<file path="src/rtl/memory_arbiter.sv">
// Three-way RAM arbiter: coherence data port (D) and two icaches share one RAM port.
// The grant is combinational; a lock holds the owner across multi-cycle accesses.
module memory_arbiter #(
  parameter int ADDR_W       = 32,
  parameter int STARVE_LIMIT = 8,
  parameter int CNT_W        = 4
) (
  input  logic              CLK,
  input  logic              nRST,
  input  logic              d_ren,
  input  logic              d_wen,
  input  logic [ADDR_W-1:0] d_addr,
  input  logic [ADDR_W-1:0] d_store,
  output logic              d_wait,
  output logic [ADDR_W-1:0] d_load,
  input  logic [1:0]        iren,
  input  logic [ADDR_W-1:0] iaddr0,
  input  logic [ADDR_W-1:0] iaddr1,
  output logic [1:0]        iwait,
  output logic [ADDR_W-1:0] iload0,
  output logic [ADDR_W-1:0] iload1,
  output logic              ramREN,
  output logic              ramWEN,
  output logic [ADDR_W-1:0] ramaddr,
  output logic [ADDR_W-1:0] ramstore,
  input  logic [ADDR_W-1:0] ramload,
  input  logic [1:0]        ramstate
);
  localparam logic [1:0] RS_ACCESS = 2'd2;
  localparam logic [1:0] RS_ERROR  = 2'd3;

  localparam logic [1:0] G_D    = 2'd0;
  localparam logic [1:0] G_I0   = 2'd1;
  localparam logic [1:0] G_I1   = 2'd2;
  localparam logic [1:0] G_NONE = 2'd3;

  logic             lock, rr;
  logic [1:0]       owner, grant, pick_i;
  logic [CNT_W-1:0] starve;
  logic             d_req, owner_req, access, i_done;

  assign d_req  = d_ren | d_wen;
  assign access = (ramstate == RS_ACCESS);
  assign i_done = access && (grant == G_I0 || grant == G_I1);

  always_comb begin
    owner_req = 1'b0;
    case (owner)
      G_D:     owner_req = d_req;
      G_I0:    owner_req = iren[0];
      G_I1:    owner_req = iren[1];
      default: owner_req = 1'b0;
    endcase

    pick_i = G_NONE;
    if (iren[rr])       pick_i = rr ? G_I1 : G_I0;
    else if (iren[~rr]) pick_i = rr ? G_I0 : G_I1;

    // A locked owner that drops its request gets nothing this cycle, not a re-arbitration.
    grant = G_NONE;
    if (lock)                                          grant = owner_req ? owner : G_NONE;
    else if (starve >= CNT_W'(STARVE_LIMIT) && |iren) grant = pick_i;
    else if (d_req)                                    grant = G_D;
    else if (|iren)                                    grant = pick_i;
  end

  always_comb begin
    d_wait   = 1'b1;
    iwait    = 2'b11;
    ramREN   = 1'b0;
    ramWEN   = 1'b0;
    ramaddr  = '0;
    ramstore = '0;
    d_load   = '0;
    iload0   = '0;
    iload1   = '0;
    case (grant)
      G_D: begin
        ramaddr = d_addr;
        d_load  = ramload;
        d_wait  = ~access;
        if (d_wen) begin
          ramWEN   = 1'b1;
          ramstore = d_store;
        end else begin
          ramREN = 1'b1;
        end
      end
      G_I0: begin
        ramREN   = 1'b1;
        ramaddr  = iaddr0;
        iload0   = ramload;
        iwait[0] = ~access;
      end
      G_I1: begin
        ramREN   = 1'b1;
        ramaddr  = iaddr1;
        iload1   = ramload;
        iwait[1] = ~access;
      end
      default: ;
    endcase
  end

  always_ff @(posedge CLK or negedge nRST) begin
    if (!nRST) begin
      lock   <= 1'b0;
      owner  <= G_D;
      rr     <= 1'b0;
      starve <= '0;
    end else begin
      if (grant != G_NONE && !access && ramstate != RS_ERROR) begin
        lock  <= 1'b1;
        owner <= grant;
      end else begin
        lock  <= 1'b0;
      end

      if (i_done) begin
        rr     <= ~rr;
        starve <= '0;
      end else if (|iren && starve != '1) begin
        starve <= starve + 1'b1;
      end
    end
  end
endmodule

</file>
<file path="config.mk">
export PLATFORM = sky130hd
export DESIGN_NAME = memory_arbiter
export DESIGN_NICKNAME = d
export VERILOG_FILES = /design/src/rtl/memory_arbiter.sv
export SDC_FILE = /design/constraint.sdc
export NUM_CORES = 1
export LEC_CHECK = 0
export ABC_CLOCK_PERIOD_IN_PS = 3600
export CAP_MARGIN = 15
export CELL_PAD_IN_SITES_DETAIL_PLACEMENT = 1
export CELL_PAD_IN_SITES_GLOBAL_PLACEMENT = 1
export CORE_MARGIN = 1.5
export CORE_UTILIZATION = 12
export CTS_BUF_LIST = sky130_fd_sc_hd__clkbuf_4
export DETAILED_ROUTE_END_ITERATION = 8
export PLACE_DENSITY_LB_ADDON = 0.1
export REMOVE_ABC_BUFFERS = 1
export SLEW_MARGIN = 10
export SYNTH_ARGS = -nofsm -noshare
export SYNTH_HDL_FRONTEND = slang
export SYNTH_SLANG_ARGS = --single-unit
</file>
<file path="constraint.sdc">
create_clock -name CLK -period 3.6 [get_ports CLK]
set_input_delay 0.72 -clock CLK [delete_from_list [all_inputs] [get_ports CLK]]
set_output_delay 0.72 -clock CLK [all_outputs]
set_load 0.01 [all_outputs]
</file>
==> impl_results.md <==
* Status: finished, final reports clean
* Minimum clock period at around 3.5 ns
* Worst r2r dst: owner[1]
* Fin crit share at 98.3%
* Pleak at a little over 3 nW
* Routed vias at ~3.7k
* Critical-path maximum fanout at 24
* Clock skew at ~0.0083 ns
* TritonRoute pass-1 iters at 7
* Hold Path Origin: rr
* Core area at 16100 sq um
* Max Fclk at 283 MHz
* Via-to-Cell Ratio at 4.42
* Sequential share of power at 5.3%
* Final cell count without fillers at 846
* Final max-slew violation count at 0
* Unique masters post-synth at 35
* Clk_lat worst skew at 0.26 ns
* CTS sink count at 8
* Worst Hold Depth at 1
* Worst vdd ir at 0.201 mV
* Worst hold margin at 0.511 ns
* DRT iter0 DRCs at 258
* Clk pwr share at 2.1%
* Final antenna-violating net count at 0
* Post-synthesis sequential area ratio at about a tenth
* Worst Hold Class: reg -> reg
* CTS Hold Bufs at 0
* Worst rel slew slack at slightly below 70%
* Ranking of synthesized cells by area: and2_1, a222oi_1, and3_1
* Post-Syn Area at 1990 sq um
* Remaining DRCs at 0
* Crit path DAT at 2.82 ns
* Min-Delay Endpoint: rr
* WL final at 19400 microns
* Net switching power at 0.00156 W
* Crit start category: input port
* Dpl cells at 838
* Clk slew on worst S/H paths at 0.06 ns
* Synthesized flop and latch total at 8
* Synth top cells by count: and2_1, nor2_1, and3_1
* Total Routing Usage GR at 21.0%
* Fraction of layout cells with a size suffix above 1 at around 8.8%
* Max_cap viols at 0
* First-pass GRT wire length at 27400 microns
* Power density cells at ~580 nW/um^2
* DP HPWL at around 16000 microns
* Layout Nets at 805
* Worst Path Required at 2.88 ns
* GP Congestion at 0.886
* Root Buffer: clkbuf_4
* Dominant cell type by area after synthesis: and2_1
* TritonCTS clock tree: yes
* Largest net degree at the start of global routing at 34
* Mapped Cells at 295
* Maximum buffer depth of the clock tree at 2
* Combinational share of power at 92.6%
* EDFF count, synth at 0
* Die height at 132 microns
* Layout Area Growth over Synthesis at 201%
* Wire length per cell at 22.9 microns
* Core Rows at 46
* Total grt overflow at 0
* Die Wd at 132 microns
* Yosys warning total at 0
* Crit Reg-Reg Startpoint: owner[0]
* Fraction of registers with async set/reset at 100%
* Most numerous cell in the Yosys netlist: and2_1
* CP Class: in -> out
* CP Capture Type: output pin
* Yosys top cell area share at 30.5%
* Setup crit start: d_ren
* IO Pins at 333
* Cts bufs inserted at 3
* Count of input and output buffers at 332
* Filler Cell Count at 1891
* Sw Ratio at 45.0%
* R2R Setup Slk at about 1.4 ns
* Top_reg_cell synth: dfrtp_1
* Mean Syn Cell Area at 6.75 sq um
* Number of global-route vias before repair at 3832
* Final setup violation count at 0
* Worst-margin pin slew at 0.476 ns
* Initial antenna violation count at 3
* Reg2reg path depth at 8
* Die area at 17400 sq um
* Starting density of the core at 12.4%
* Tot Pwr at roughly 0.0035 W
* Int Power at 0.00190 W
* Final hold vios at 0
* H-tree depth reported by CTS at 1
per-stage QoR:
stage | setup slack (ns) | utilization, % | setup TNS, ns | cell area, sq um
2_1_floorplan | -0.180 | - | -14.30 | 1860
4_1_cts | -0.0719 | 36.6 | -1.15 | 5880
6_report | 0.0609 | 37.3 | 0 | 5990
3_3_place_gp | -0.447 | 35.8 | -48.57 | 5750
5_1_grt | -0.0110 | 37.3 | -0.0241 | 5990
3_5_place_dp | -0.516 | 35.8 | -61.43 | 5750
state kept, by name (all words and copies together) (netlist names):
| register | flops |
|---|---|
| owner | 2 |
| lock | 1 |
| rr | 1 |
| starve | 4 |
cell families after synthesis:
| kind of cell | share of synthesized area [%] |
|---|---|
| buffers and inverters | 7.41 |
| adder cells (fa/ha/maj) | 4.40 |
| AND/OR/NAND/NOR | 54.6 |
| XOR/XNOR | 0.440 |
| AO/OA/AOI/OAI | 23.1 |
| flip-flops | 10.1 |
critical path, cell delays in order:
cell             delay, ns
buf_2                 0.16
nor3_1                0.08
a211o_1               0.31
a22oi_2               0.29
ha_4                  0.22
bufbuf_16             0.31
and2_1                0.13
clkdlybuf4s50_1       0.59
what timing repair did:
| item | CTS | global route |
|---|---|---|
| setup endpoints to repair | 165 | 156 |
| gates resized for setup | 33 | 53 |
| pin swaps | 4 | 4 |
| cloned | 2 | 0 |
| buffers inserted | 0 | 1 |
layout make-up:
cell class                      count  area [sq um]  share of cell area [%]
Timing Repair Buffer              363          3750                    62.5
Multi-Input combinational cell    250          1730                    28.9
Tap cell                          216           270                    4.51
Sequential cell                     8           200                    3.34
Clock buffer                        3          22.5                   0.376
Inverter                            4          15.0                   0.250
Antenna cell                        2          5.00                  0.0835
cells in the final DEF, fill, tap and decap left out, types with 2 or more instances in the layout:
master,n
nand2b_1,2
ha_4,3
dlygate4sd2_1,10
inv_1,3
diode_2,2
nor3_4,2
clkdlybuf4s50_1,277
dlymetal6s2s_1,40
buf_2,3
a222oi_1,32
nand2_1,4
a21oi_1,5
and3_1,33
or3_1,2
nor2_1,35
buf_4,22
clkbuf_4,3
and2b_1,2
and2_1,97
nor2b_1,2
o21ai_0,2
bufbuf_16,2
a21oi_2,2
clkbuf_2,2
ha_1,4
nor3_2,2
buf_12,6
nand3_1,4
dfrtp_1,8
metal layers:
metal  part of all wire, %  GRT usage, %  vias up
met2                    49          37.5      195
li1                      -             -     1733
met3                   8.4          6.65       20
met4                   1.7          3.70        4
met5                  0.14             0        -
met1                    41          25.0     1789
power groups by stage:
stage / logic [W] / registers (W) / clock network, W
floorplan: 0.00118 / 0.000164 / 0
global placement: 0.00313 / 0.000177 / 0
detailed placement: 0.00316 / 0.000178 / 0
CTS: 0.00326 / 0.000180 / 0.0000777
global route: 0.00340 / 0.000190 / 0.0000825
finish: 0.00320 / 0.000184 / 0.0000732
how the worst max path moves through the flow:
stage	end	cells past startpoint
final	iload0[6]	8
after global routing	iload0[6]	8
after CTS	iload0[17]	8
after detailed placement	ramaddr[24]	9
after global placement	ramaddr[19]	10
after floorplan	ramaddr[0]	6
(Power assumes the default switching activity.)
